[config.mk]
export PLATFORM = sky130hd
export DESIGN_NAME = prio_rr_arbiter
export DESIGN_NICKNAME = d
export VERILOG_FILES = /design/src/rtl/prio_rr_arbiter.sv
export SDC_FILE = /design/constraint.sdc
export NUM_CORES = 1
export LEC_CHECK = 0
export BUFFER_PORTS_ARGS = -buffer_cell sky130_fd_sc_hd__buf_2
export CAP_MARGIN = 20
export CORE_ASPECT_RATIO = 0.7
export CORE_MARGIN = 5
export CORE_UTILIZATION = 35
export CTS_CLUSTER_SIZE = 14
export DETAILED_ROUTE_END_ITERATION = 7
export PLACE_DENSITY = 0.77
export RECOVER_POWER = 100
export SYNTH_ARGS = -nofsm -noshare
export SYNTH_HDL_FRONTEND = slang
export SYNTH_SLANG_ARGS = --single-unit
[constraint.sdc]
create_clock -name clk -period 3.8 [get_ports clk]
set_clock_uncertainty 0.05 [all_clocks]
set_input_delay 0.19 -clock clk [delete_from_list [all_inputs] [get_ports clk]]
set_output_delay 0.19 -clock clk [all_outputs]
set_load 0.02 [all_outputs]
[src/rtl/prio_rr_arbiter.sv]
// -----------------------------------------------------------------------------
// prio_rr_arbiter
//
// Packet-level arbiter that merges NUM_REQ beat streams onto one shared output.
// A winner is picked in IDLE (fixed priority or round-robin, chosen by `mode`),
// registered into `grant`, and then owns the output until its last beat has
// transferred. Every release is followed by one IDLE cycle before the next
// grant.
//
// Handshake: a beat moves across an interface on a rising clk edge where that
// interface's valid and ready are both high. Valid never depends on ready.
// On the upstream side req_ready is simply out_ready routed to the owner, so
// req_valid[i] && req_ready[i] is the same event as out_valid && out_ready.
//
// Ports
//   clk        in   single clock, rising edge
//   rst_n      in   asynchronous active-low reset
//   mode       in   0 = fixed priority (index 0 highest), 1 = round-robin;
//                   looked at only while arbitrating in IDLE
//   req_valid  in   [NUM_REQ]          per-requester beat valid
//   req_data   in   [NUM_REQ*DATA_W]   requester i at [i*DATA_W +: DATA_W]
//   req_last   in   [NUM_REQ]          per-requester last-beat flag
//   req_ready  out  [NUM_REQ]          per-requester beat accept
//   out_valid  out  shared-output beat valid
//   out_data   out  [DATA_W] shared-output data
//   out_last   out  shared-output last flag
//   out_ready  in   downstream accept
//   grant      out  [NUM_REQ] one-hot owner, all-zero when idle
//   busy       out  high while in GRANT (the FSM state, exposed for checkers)
// -----------------------------------------------------------------------------
module prio_rr_arbiter #(
    parameter int NUM_REQ = 4,
    parameter int DATA_W  = 8
) (
    input  logic                        clk,
    input  logic                        rst_n,
    input  logic                        mode,
    input  logic [NUM_REQ-1:0]          req_valid,
    input  logic [NUM_REQ*DATA_W-1:0]   req_data,
    input  logic [NUM_REQ-1:0]          req_last,
    output logic [NUM_REQ-1:0]          req_ready,
    output logic                        out_valid,
    output logic [DATA_W-1:0]           out_data,
    output logic                        out_last,
    input  logic                        out_ready,
    output logic [NUM_REQ-1:0]          grant,
    output logic                        busy
);

    localparam int PTR_W = (NUM_REQ > 1) ? $clog2(NUM_REQ) : 1;

    typedef enum logic {
        S_IDLE  = 1'b0,
        S_GRANT = 1'b1
    } state_t;

    // -------------------------------------------------------------------------
    // State
    // -------------------------------------------------------------------------
    state_t               state_q, state_d;
    logic [NUM_REQ-1:0]   grant_q, grant_d;
    logic [PTR_W-1:0]     owner_q, owner_d;    // binary index of grant_q
    logic [PTR_W-1:0]     rr_ptr_q, rr_ptr_d;  // first index searched in RR

    // -------------------------------------------------------------------------
    // Winner selection (only consumed in IDLE)
    // -------------------------------------------------------------------------
    logic                 any_req;
    logic [PTR_W-1:0]     fixed_idx;
    logic [PTR_W-1:0]     rr_idx;
    logic                 rr_found;
    logic [PTR_W-1:0]     win_idx;
    logic [PTR_W:0]       ptr_after_win;

    assign any_req = |req_valid;

    // Lowest set index wins: scan from the top so the last hit is the lowest.
    always_comb begin
        fixed_idx = '0;
        for (int i = NUM_REQ - 1; i >= 0; i--) begin
            if (req_valid[PTR_W'(i)]) begin
                fixed_idx = PTR_W'(i);
            end
        end
    end

    // Search upward from rr_ptr_q with wrap. The sum is one bit wider than the
    // pointer so non-power-of-two NUM_REQ wraps correctly.
    always_comb begin
        logic [PTR_W:0] cand;
        rr_idx   = '0;
        rr_found = 1'b0;
        cand     = '0;
        for (int k = 0; k < NUM_REQ; k++) begin
            cand = {1'b0, rr_ptr_q} + (PTR_W + 1)'(k);
            if (cand >= (PTR_W + 1)'(NUM_REQ)) begin
                cand = cand - (PTR_W + 1)'(NUM_REQ);
            end
            if (!rr_found && req_valid[cand[PTR_W-1:0]]) begin
                rr_found = 1'b1;
                rr_idx   = cand[PTR_W-1:0];
            end
        end
    end

    assign win_idx = mode ? rr_idx : fixed_idx;

    // Pointer reload value (winner + 1) mod NUM_REQ, applied in both modes so a
    // switch to round-robin starts just after whoever was served last.
    always_comb begin
        ptr_after_win = {1'b0, win_idx} + (PTR_W + 1)'(1);
        if (ptr_after_win == (PTR_W + 1)'(NUM_REQ)) begin
            ptr_after_win = '0;
        end
    end

    // -------------------------------------------------------------------------
    // Owner view of the request side
    // -------------------------------------------------------------------------
    logic                 owner_valid;
    logic                 owner_last;
    logic [DATA_W-1:0]    owner_data;
    logic                 beat_fire;

    assign owner_valid = req_valid[owner_q];
    assign owner_last  = req_last[owner_q];
    assign owner_data  = req_data[owner_q * DATA_W +: DATA_W];

    assign beat_fire   = (state_q == S_GRANT) && owner_valid && out_ready;

    // -------------------------------------------------------------------------
    // Next-state logic
    // -------------------------------------------------------------------------
    always_comb begin
        state_d  = state_q;
        grant_d  = grant_q;
        owner_d  = owner_q;
        rr_ptr_d = rr_ptr_q;
        case (state_q)
            S_IDLE: begin
                if (any_req) begin
                    state_d  = S_GRANT;
                    grant_d  = NUM_REQ'(1) << win_idx;
                    owner_d  = win_idx;
                    rr_ptr_d = ptr_after_win[PTR_W-1:0];
                end
            end
            S_GRANT: begin
                // Owner stalls (req_valid low) simply hold here; only a
                // transferred last beat releases the output. Leaving through
                // IDLE gives the mandatory one-cycle gap between owners.
                if (beat_fire && owner_last) begin
                    state_d = S_IDLE;
                    grant_d = '0;
                end
            end
            default: begin
                state_d = S_IDLE;
                grant_d = '0;
            end
        endcase
    end

    // -------------------------------------------------------------------------
    // State registers
    // -------------------------------------------------------------------------
    always_ff @(posedge clk or negedge rst_n) begin
        if (!rst_n) begin
            state_q  <= S_IDLE;
            grant_q  <= '0;
            owner_q  <= '0;
            rr_ptr_q <= '0;
        end else begin
            state_q  <= state_d;
            grant_q  <= grant_d;
            owner_q  <= owner_d;
            rr_ptr_q <= rr_ptr_d;
        end
    end

    // -------------------------------------------------------------------------
    // Outputs
    // -------------------------------------------------------------------------
    // All output gating keys off registered state, so an asynchronous reset
    // clears them immediately and they are quiet in IDLE.
    assign busy      = (state_q == S_GRANT);
    assign grant     = grant_q;
    assign out_valid = busy && owner_valid;
    assign out_last  = busy && owner_last;
    assign out_data  = busy ? owner_data : '0;
    // grant_q is zero in IDLE, so this also keeps every req_ready low there.
    assign req_ready = grant_q & {NUM_REQ{out_ready}};

    // -------------------------------------------------------------------------
    // Embedded checks
    // -------------------------------------------------------------------------
    a_grant_onehot0 : assert property (@(posedge clk) disable iff (!rst_n)
        $onehot0(grant_q));

    a_busy_matches_grant : assert property (@(posedge clk) disable iff (!rst_n)
        busy == (grant_q != '0));

    a_owner_matches_grant : assert property (@(posedge clk) disable iff (!rst_n)
        busy |-> grant_q[owner_q]);

    // After a release the next cycle is always IDLE.
    a_idle_gap : assert property (@(posedge clk) disable iff (!rst_n)
        (busy && beat_fire && owner_last) |=> !busy);

endmodule

==> results.md, run 1 <==
- RSZ-0062 raised after global routing: false
- Mapped Avg Cell Area: 11.85 µm²
- Synth top area share: 25.00%
- Placement Setup Slack: 1.883 ns
- First-pass GRT wire length: 4112 µm
- DIE WIDTH: just over 70 µm
- Sequential element share of the synthesized area: 25.00%
- Largest net degree at the start of global routing: 15
- Port Buffers: between 60 and 70
- Yosys top cell by area: dfrtp_1
- Synth area leaders: dfrtp_1 (25%), mux4_1 (23%), and2_1 (9.0%)
- CTS root buf: clkbuf_8
- Initial Util: 36.64%
- Crit-path cells: mux4_1 > and2_1 > clkbuf_1
- R2R depth: 4
- Max cap viols: 0
- Crit Path Class: flip-flop to output port
- Via count: 891
- Worst Setup End Kind: output port
- Leakage power: 0.5983 nW
- CP arrival: 1.87 ns
- Max H-tree Level: 1
- Worst EP required: ~3.6 ns
- Part of the power in registers: 26.8%
- Clock Path Buffers: 2
- Hold depth: 4
- Nets: 190
- NetSw: 377.0 µW
- Worst-Skew Late Latency: 0.23 ns
- ANT nets after route: 0
- Routed WL: 2796 µm
- Clock sink total: 9
- Pwr per Cell Area: 648.5 nW/µm²
- Setup crit start kind: flip-flop
- Fin crit share: 55.47%
- Placed Cells incl. Taps: between 150 and 200
- Total CTS buffers: 3
- TritonRoute pass-1 iters: 4
- Core Box Area: 2459 µm²
- Row Count: 15
- Top delay family on crit path: flip-flops
- Vias in the first global route: 898
- Final Hold Fails: 0
- Final WS setup: 1.692 ns
- Initial DRC Count: 21
- Setup Buffers After CTS: 0
- Non-Filler Instances: 174
- Most frequent cells in the layout: buf_2 (42), clkbuf_1 (21), and2_1 (12)
- Synth Instances: 76
- Min Tclk post-route: 2.108 ns
- Detail Placement HPWL: 2300 µm
- Gpl congestion: 0.7848
- Fin. max-slew vios: 0
- Status: finished clean
- YS warnings: 0
- Commonest non-fill, non-tap cell in the layout: buf_2
- Peak supply drop: approximately 220 µV
- Average vias per placed instance: between 5 and 6
- Sw frac: 46.64%
- Antenna cells: 0
- DIE HEIGHT: 52.45 µm
- Highest-delay cell along the critical path: dfrtp_1
- Netlist cell types: 28
- Final TNS setup: 0 ns
- CP bufs+invs: 1
- CP Depth: 3
- Synthesized net count: 125
- Share of layout cells above drive strength 1: 36.43%
- CP Max Fanout: 11
- P&R area growth vs syn: 38.33%
- CTS clk-pin slew, worst paths: 0.04 ns
- Fmax: approximately 0.47 GHz
- Int Pwr: ~430 µW
- DR WL/cell: 16.07 µm
- Filler instances: 248
- Die area: 3705 µm²
- Cell area after synthesis: roughly 900 µm²
- TritonCTS clock tree: yes
- DRC violations left: 0
- GRT Residual Overflow: 0
- Clk pwr share: 13.9%
- I/O pin count: 63
- Logic gate share of total power: 59.3%
- Setup violators final: 0
- Antenna violations before repair: 0
- #FFs+latches synth: 9
- Hold/Removal Path Class: primary input to flip-flop
- Total track usage: between 10 and 15%
- Transition time of the tightest slew-check pin: 0.6201 ns
- Slew headroom: about three fifths
- CP peak stage delay: around 0.66 ns
-- synthesized netlist by cell type --
library cell,n
a21o_1,1
a21oi_1,1
a21oi_2,1
a221oi_1,1
a22o_1,4
a31oi_4,1
and2_1,13
and2_2,1
buf_6,1
clkbuf_1,2
dfrtp_1,9
ha_1,5
inv_1,5
mux2_2,2
mux2i_1,1
mux4_1,8
mux4_2,2
nand2_1,4
nand2b_1,1
nand3_1,1
nand4b_1,1
nor2_1,1
nor2_2,1
nor3_1,1
nor4bb_1,2
o21ai_0,3
o311a_1,2
o31ai_1,1
-- metrics by stage --
stage | power, mW | hold slack (ns) | utilization, % | cell area (µm²)
2_1_floorplan | 0.5836 | -0.1556 | - | 900.9
3_3_place_gp | 0.7150 | -0.002373 | 50.23 | 1235
3_5_place_dp | 0.7356 | 0.002230 | 50.23 | 1235
4_1_cts | 0.8477 | 0.2807 | 52.47 | 1290
5_1_grt | 0.8646 | 0.3008 | 50.69 | 1246
6_report | 0.8082 | 0.2596 | 50.69 | 1246
-- cell type report --
class                      instances  area, µm²  share of cell area (%)
inverter                           5      18.77                   1.506
clock buffer                       4      45.04                   3.614
sequential                         9      225.2                   18.07
timing repair buffer              63      295.3                   23.69
tap                               34      42.54                   3.414
multi-input combinational         59      619.3                   49.70
-- registers in the layout, indices dropped and copies added, names as in the netlist --
signal	cells
owner_q	2
grant	4
busy	1
rr_ptr_q	2
-- power groups by stage --
stage / logic (mW) / registers (mW) / clock network (mW)
2_1_floorplan: 0.388 / 0.195 / 0
3_3_place_gp: 0.503 / 0.212 / 0
3_5_place_dp: 0.519 / 0.217 / 0
4_1_cts: 0.519 / 0.216 / 0.113
5_1_grt: 0.521 / 0.227 / 0.116
6_report: 0.479 / 0.217 / 0.113
-- cells by family after synthesis --
kind of cell,after synthesis,share of synthesized area [%]
and+or+nand+nor,26,17.64
muxes,13,31.94
buffers and inverters,8,4.167
DFF,9,25.00
AOI/OAI and AO/OA,15,14.31
adders and majority gates,5,6.944
-- metal layers --
layer | GRT usage [%] | part of all wire [%] | routed length, µm | vias to the layer above
li1 | - | - | - | 425
met1 | 15.90 | 39 | 1093 | 441
met2 | 27.17 | 54 | 1515 | 25
met3 | 5.939 | 6.7 | 188 | 0
met4 | 0.3125 | 0 | 0 | 0
met5 | 0 | 0 | 0 | -
-- worst reg2reg max path, cell delays in order, from the launching register on --
cell and delay [ns]:
dfrtp_1 0.66, mux4_2 0.58, and2_0 0.20, a31oi_1 0.32, a22o_1 0.18
-- path summary, 6_finish.rpt --
kind                                        start                       to  slack, ns
max                        owner_q[0]$_DFFE_PN0P_              out_data[5]       1.69
min                                     out_ready           busy$_DFF_PN0_       0.26
max reg2reg                owner_q[0]$_DFFE_PN0P_     grant[2]$_DFFE_PN0P_       1.76
min reg2reg                  grant[0]$_DFFE_PN0P_     grant[0]$_DFFE_PN0P_       0.46
max in group asynchronous                   rst_n  rr_ptr_q[0]$_DFFE_PN0P_       2.98
min in group asynchronous                   rst_n  rr_ptr_q[1]$_DFFE_PN0P_       0.39
-- repair_timing --
item / 4_1_cts / 5_1_grt
endpoints found under the setup margin: 0 / 0
hold endpoints to repair: 9 / 0
gates resized for setup: 0 / 0
hold buffers: 1 / 0
(Power assumes the default switching activity.)
==> run 2: changes to the inputs <==
- ABC_AREA: default -> 1
- PLACE_DENSITY: 0.77 -> 0.75
- clock period: 3.8 -> 1.7 ns (I/O delays scaled with it)
==> results.md, run 2 <==
- Synthesized net count: 246
- Pwr per Cell Area: 1851 nW/µm²
- Share of layout cells above drive strength 1: 45.39%
- YS warnings: 0
- Largest net degree at the start of global routing: 14
- #FFs+latches synth: 9
- Min Tclk post-route: 1.921 ns
- RSZ-0062 raised after global routing: true
- DIE WIDTH: 78.81 µm
- Register area: 229.0 µm²
- CP arrival: 1.98 ns
- Leakage power: slightly above 1 nW
- Total CTS buffers: 3
- Top delay family on crit path: simple AND/OR/NAND/NOR gates
- Largest register FFs: 4
- CP peak stage delay: ~0.46 ns
- Commonest non-fill, non-tap cell in the layout: buf_2
- Top cells by count, synth: nand2_1 (51), nor2_1 (37), o21ai_0 (21)
- Synth Instances: 197
- Crit-path cells: buf_6 > nand2_4 > nand2_4 > nand2_4 > nand2_4 > nor2_4 > nand3b_1 > nand3_2 > nand2_4 > buf_12 > ha_4 > o21ai_1
- Core Box Area: 3169 µm²
- Top FF cell, synth: dfrtp_1
- Synth top area share: 19.42%
- Yosys top cell by area: dfrtp_1
- Netlist cell types: 25
- TritonRoute pass-1 iters: 5
- Max H-tree Level: 1
- Setup crit start kind: flip-flop
- Ys async rst share: 100.0%
- CP Max Fanout: 5
- Multi-input gate area: 939.7 µm²
- Final Hold Fails: 0
- I/O pin count: 63
- GRT Residual Overflow: 0
- CTS root buf: clkbuf_8
- Final WS setup: -0.2215 ns
- WHS: about 0.23 ns
- Row Count: 17
- Clock Path Buffers: 2
- Initial Util: between 30% and 40%
- Average vias per placed instance: 4.878
- Gpl congestion: 0.8368
- Cell repeated most along the worst path: nand2_4
- Antenna violations before repair: 0
- Most frequent cells in the layout: buf_2 (48), nor2_1 (36), nand2_1 (34)
- Die area: between 4000 and 5000 µm²
- Filler instances: 297
- Detail Placement HPWL: between 2000 and 3000 µm
- Clock sink total: 9
- Fin. max-slew vios: 0
- DIE HEIGHT: approximately 58 µm
- Crit Path Class: flip-flop to flip-flop
- Worst Setup End Kind: flip-flop
- ANT nets after route: 0
- Vias in the first global route: 1441
- P&R area growth vs syn: 63.32%
- Fmax: about 0.52 GHz
- Fin crit share: 113.0%
- Power, Total: about 3.5 mW
- Synth area leaders: dfrtp_1 (19%), nand2_1 (17%), nor2_1 (12%)
- Highest-delay cell along the critical path: dfrtp_2
- Nets: 332
- Peak supply drop: 736.6 µV
- Status: finished, violations left
- Port Buffers: slightly above 60
- Setup violators final: 7
- Mapped Avg Cell Area: 5.888 µm²
- Placement Setup Slack: -0.1775 ns
- CP bufs+invs: 2
- Most instantiated library cell after synthesis: nand2_1
- Violated checks: setup timing
- First-pass GRT wire length: 6051 µm
- Worst EP required: 1.76 ns
- Routed WL: 3991 µm
- DRC violations left: 0
- Initial DRC Count: 95
- Total track usage: 16.20%
- Transition time of the tightest slew-check pin: 0.4718 ns
- Sequential element share of the synthesized area: 19.42%
- Max cap viols: 0
- Antenna cells: 0
- Hold/Removal Path Class: primary input to flip-flop
- DR WL/cell: between 10 and 15 µm
- EDFF count, synth: 0
- Via count: 1561
- CTS clk-pin slew, worst paths: 0.05 ns
- TritonCTS clock tree: yes
- Slew headroom: 68.55%
- Final TNS setup: -1.174 ns
- Worst-Skew Late Latency: 0.24 ns
- Cell area after synthesis: 1160 µm²
==> run 2: cell types whose count changed after synthesis, moves of 8 or more <==
| cell | previous run | this run |
|---|---|---|
| nand2_1 | 4 | 51 |
| nor2_1 | 1 | 37 |
| o21ai_0 | 3 | 21 |
| and2_1 | 13 | 0 |
| nand3_1 | 1 | 13 |
| inv_1 | 5 | 14 |
| a21oi_1 | 1 | 9 |
| mux4_1 | 8 | 0 |
==> run 2: cell families (layout without fill, tap and decap cells) <==
group | count (synthesis) | count (layout) | share of synthesized area [%]
buf+inv | 28 | 113 | 11.33
fa+ha+maj | 5 | 5 | 5.394
flops | 9 | 9 | 19.42
simple gates | 118 | 118 | 46.28
compound gates | 37 | 37 | 17.58
==> run 2: worst paths after layout <==
path | start | endpoint | slack [ns] | cells after the start
max | rr_ptr_q[0]$_DFFE_PN0P_ | rr_ptr_q[1]$_DFFE_PN0P_ | -0.22 | 12
min | mode | owner_q[0]$_DFFE_PN0P_ | 0.23 | 5
max reg2reg | rr_ptr_q[0]$_DFFE_PN0P_ | rr_ptr_q[1]$_DFFE_PN0P_ | -0.22 | 12
min reg2reg | grant[2]$_DFFE_PN0P_ | grant[2]$_DFFE_PN0P_ | 0.49 | 2
max in group asynchronous | rst_n | rr_ptr_q[1]$_DFFE_PN0P_ | 1.00 | 2
min in group asynchronous | rst_n | grant[3]$_DFFE_PN0P_ | 0.26 | 2
==> run 2: where the power goes <==
| part | internal [mW] | leakage (nW) | switching [mW] |
|---|---|---|---|
| registers | 0.301 | 0.112 | 0.122 |
| logic | 1.20 | 0.898 | 1.63 |
| clock network | 0.164 | 0.0228 | 0.0926 |
==> run 2: tightest hold or removal path, cell delays in order <==
cell and delay, ns:
buf_2 0.11, nor2_1 0.05, inv_1 0.10, nand3_1 0.09, nand2_1 0.06
==> run 2: area by class of cell <==
class                           instances  share of cell area (%)
Tap cell                               38                   2.510
Inverter                               19                   4.557
Sequential cell                         9                   12.09
Clock buffer                            4                   2.378
Timing Repair Buffer                   90                   28.86
Multi-Input combinational cell        160                   49.60
==> run 2: what timing repair did <==
action                     in CTS  in global routing
buffers inserted                5                  6
hold endpoints to repair        9                  0
pin swaps                       3                 18
hold buffers                    1                  0
gates cloned                    1                  0
setup endpoints to repair       6                 16
gates resized for setup        14                 28
==> run 2: stage by stage <==
stage | cells | util (%) | area [µm²]
5_1_grt | 320 | 59.77 | 1894
6_report | 320 | 59.77 | 1894
3_3_place_gp | 303 | 50.34 | 1595
4_1_cts | 314 | 54.48 | 1727
2_1_floorplan | 197 | - | 1189
3_5_place_dp | 303 | 50.34 | 1595
==> run 2: metal layers <==
layer	track usage (%)	wire length [µm]	up-vias	share of wire, %
met4	4.239	77	0	1.9
met5	0	0	-	0
li1	-	-	803	-
met3	4.037	342	9	8.6
met2	27.09	1833	62	46
met1	20.95	1737	687	44
==> run 3: changes to the inputs <==
- ABC_AREA: 1 -> default
- CORE_MARGIN: 5 -> 2
- PLACE_DENSITY: 0.75 -> 0.8
==> results.md, run 3 (synthesis gave the netlist of run 1 again) <==
- Vias in the first global route: 866
- NetSw: 1.038 mW
- RSZ-0062 raised after global routing: true
- Initial DRC Count: 25
- Top delay family on crit path: multiplexers
- Power, Total: 2.489 mW
- Port Buffers: 62
- I/O pin count: 63
- Fin. max-slew vios: 0
- Initial Util: 36.64%
- Filler instances: 201
- Die area: 3002 µm²
- GRT Residual Overflow: 0
- Antenna violations before repair: 0
- Nets: 200
- Non-Filler Instances: 184
- WHS: 0.1409 ns
- Worst Setup End Kind: output port
- CP peak stage delay: 0.51 ns
- DRC violations left: 0
- Placed Cells incl. Taps: 172
- CTS clk-pin slew, worst paths: 0.05 ns
- Commonest non-fill, non-tap cell in the layout: buf_2
- Gpl congestion: 0.9215
- CP bufs+invs: 2
- Min Tclk post-route: 1.765 ns
- Crit-path cells: buf_6 > mux4_2 > and2_4 > buf_6
- Sw frac: 41.70%
- Leakage power: around 0.7 nW
- Clock Path Buffers: 2
- Largest register FFs: 4
- Share of layout cells above drive strength 1: 70.00%
- Largest net degree at the start of global routing: 15
- Met1 usage: 20.85%
- Total track usage: a little under a fifth
- Status: finished, violations left
- Max H-tree Level: 1
- Final WS setup: -0.06514 ns
- Worst-Skew Late Latency: 0.24 ns
- DIE WIDTH: 64.64 µm
- Violated checks: setup timing
- Reg2Reg Setup Slack: -0.04 ns
- P&R area growth vs syn: 68.47%
- ANT nets after route: 0
- Average vias per placed instance: 5.353
- Post-Layout Inst Area: 1518 µm²
- First-pass GRT wire length: 4077 µm
- Logic gate share of total power: around 72%
- TritonRoute pass-1 iters: 4
- Setup crit start kind: flip-flop
- Final Util: between 60 and 70%
- Final Hold Fails: 0
- Total CTS buffers: 3
- DIE HEIGHT: 46.45 µm
- Int Pwr: 1.451 mW
- Most Used Layer, Global Route: met2
- CTS root buf: clkbuf_8
- Clock sink total: 9
- Met3 GRT Util: about 5.6%
- GR met2 Demand/Resource: approximately a third
- Row Count: 15
- Part of the power in registers: 17.9%
- Fmax: about 0.57 GHz
- Most frequent cells in the layout: buf_2 (43), clkbuf_1 (11), mux4_2 (10), buf_6 (10)
- Max cap viols: 0
- Hold/Removal Path Class: primary input to flip-flop
- Setup violators final: 14
- Antenna cells: 0
- CP arrival: 1.63 ns
- DR WL/cell: about 17 µm
- Crit Path Class: flip-flop to output port
- TritonCTS clock tree: yes
- Slew headroom: 63.23%
- Via count: 985
- Core Box Area: 2459 µm²
- Worst EP required: 1.56 ns
- Routed WL: between 3000 and 4000 µm
- Detail Placement HPWL: 2146 µm
- Fin crit share: 103.8%
- Transition time of the tightest slew-check pin: 0.5516 ns
- Pwr per Cell Area: 1640 nW/µm²
- Clk pwr share: 10.3%
- Cell repeated most along the worst path: buf_6
- Placement Cell Area: 1257 µm²
- Peak supply drop: 638.7 µV
- CP Max Fanout: 8
- Highest-delay cell along the critical path: mux4_2
## run 3: cell count changes in the layout (fill, tap and decap cells not counted), moves of 11 or more
| cell | before | now |
|---|---|---|
| nand2_1 | 34 | 4 |
| buf_4 | 21 | 9 |
| nand2_4 | 11 | 0 |
| o21ai_0 | 19 | 1 |
| nor2_1 | 36 | 1 |
| nand2_2 | 14 | 0 |
| inv_1 | 13 | 2 |
## run 3: stage by stage
step	TNS (ns)	worst slack, ns
global placement	0	0.004296
global route	-1.509	-0.1458
floorplan	0	0.09395
finish	-0.6304	-0.06514
CTS	-0.3755	-0.05340
detailed placement	-0.5865	-0.1415
## run 3: area by class of cell
cell class	count	area [µm²]	area share [%]
well taps	34	42.54	2.803
repair buffers	73	442.9	29.18
multi-input cells	59	739.5	48.72
inverters	5	21.27	1.401
clock buffers	4	45.04	2.968
flip-flops and latches	9	226.5	14.92
## run 3: what timing repair did
item                                    4_1_cts  5_1_grt
pin swaps                                     3        8
hold endpoints to repair                      9        0
setup buffers                                 5        2
hold buffers                                  1        0
resized for setup                            45       15
endpoints found under the setup margin       16       16
## run 3: power groups by stage
stage / Clock [mW] / Sequential [mW] / Combinational [mW]
5_1_grt: 0.276 / 0.459 / 1.89
2_1_floorplan: 0 / 0.437 / 0.868
4_1_cts: 0.267 / 0.432 / 1.67
3_5_place_dp: 0 / 0.426 / 1.25
6_report: 0.257 / 0.446 / 1.79
3_3_place_gp: 0 / 0.416 / 1.21
## run 3: path summary, 6_finish.rpt
kind,endpoint,depth (start not counted),from
max in group asynchronous,rr_ptr_q[0]$_DFFE_PN0P_,2,rst_n
max reg2reg,grant[1]$_DFFE_PN0P_,6,rr_ptr_q[1]$_DFFE_PN0P_
min,busy$_DFF_PN0_,4,out_ready
min reg2reg,grant[2]$_DFFE_PN0P_,1,grant[2]$_DFFE_PN0P_
max,out_data[0],4,owner_q[0]$_DFFE_PN0P_
min in group asynchronous,busy$_DFF_PN0_,2,rst_n
## run 3: metal layers
layer | vias up | share of wire (%)
li1 | 444 | -
met1 | 505 | 39
met2 | 30 | 56
met3 | 6 | 3.8
met4 | 0 | 1.4
met5 | - | 0
## run 3: worst register-to-register path, stage by stage (launching register included)
cell,delay (ns)
dfrtp_1,0.48
nor4bb_4,0.21
o21ai_1,0.17
o311a_4,0.29
inv_4,0.07
ha_4,0.15
a22o_1,0.20
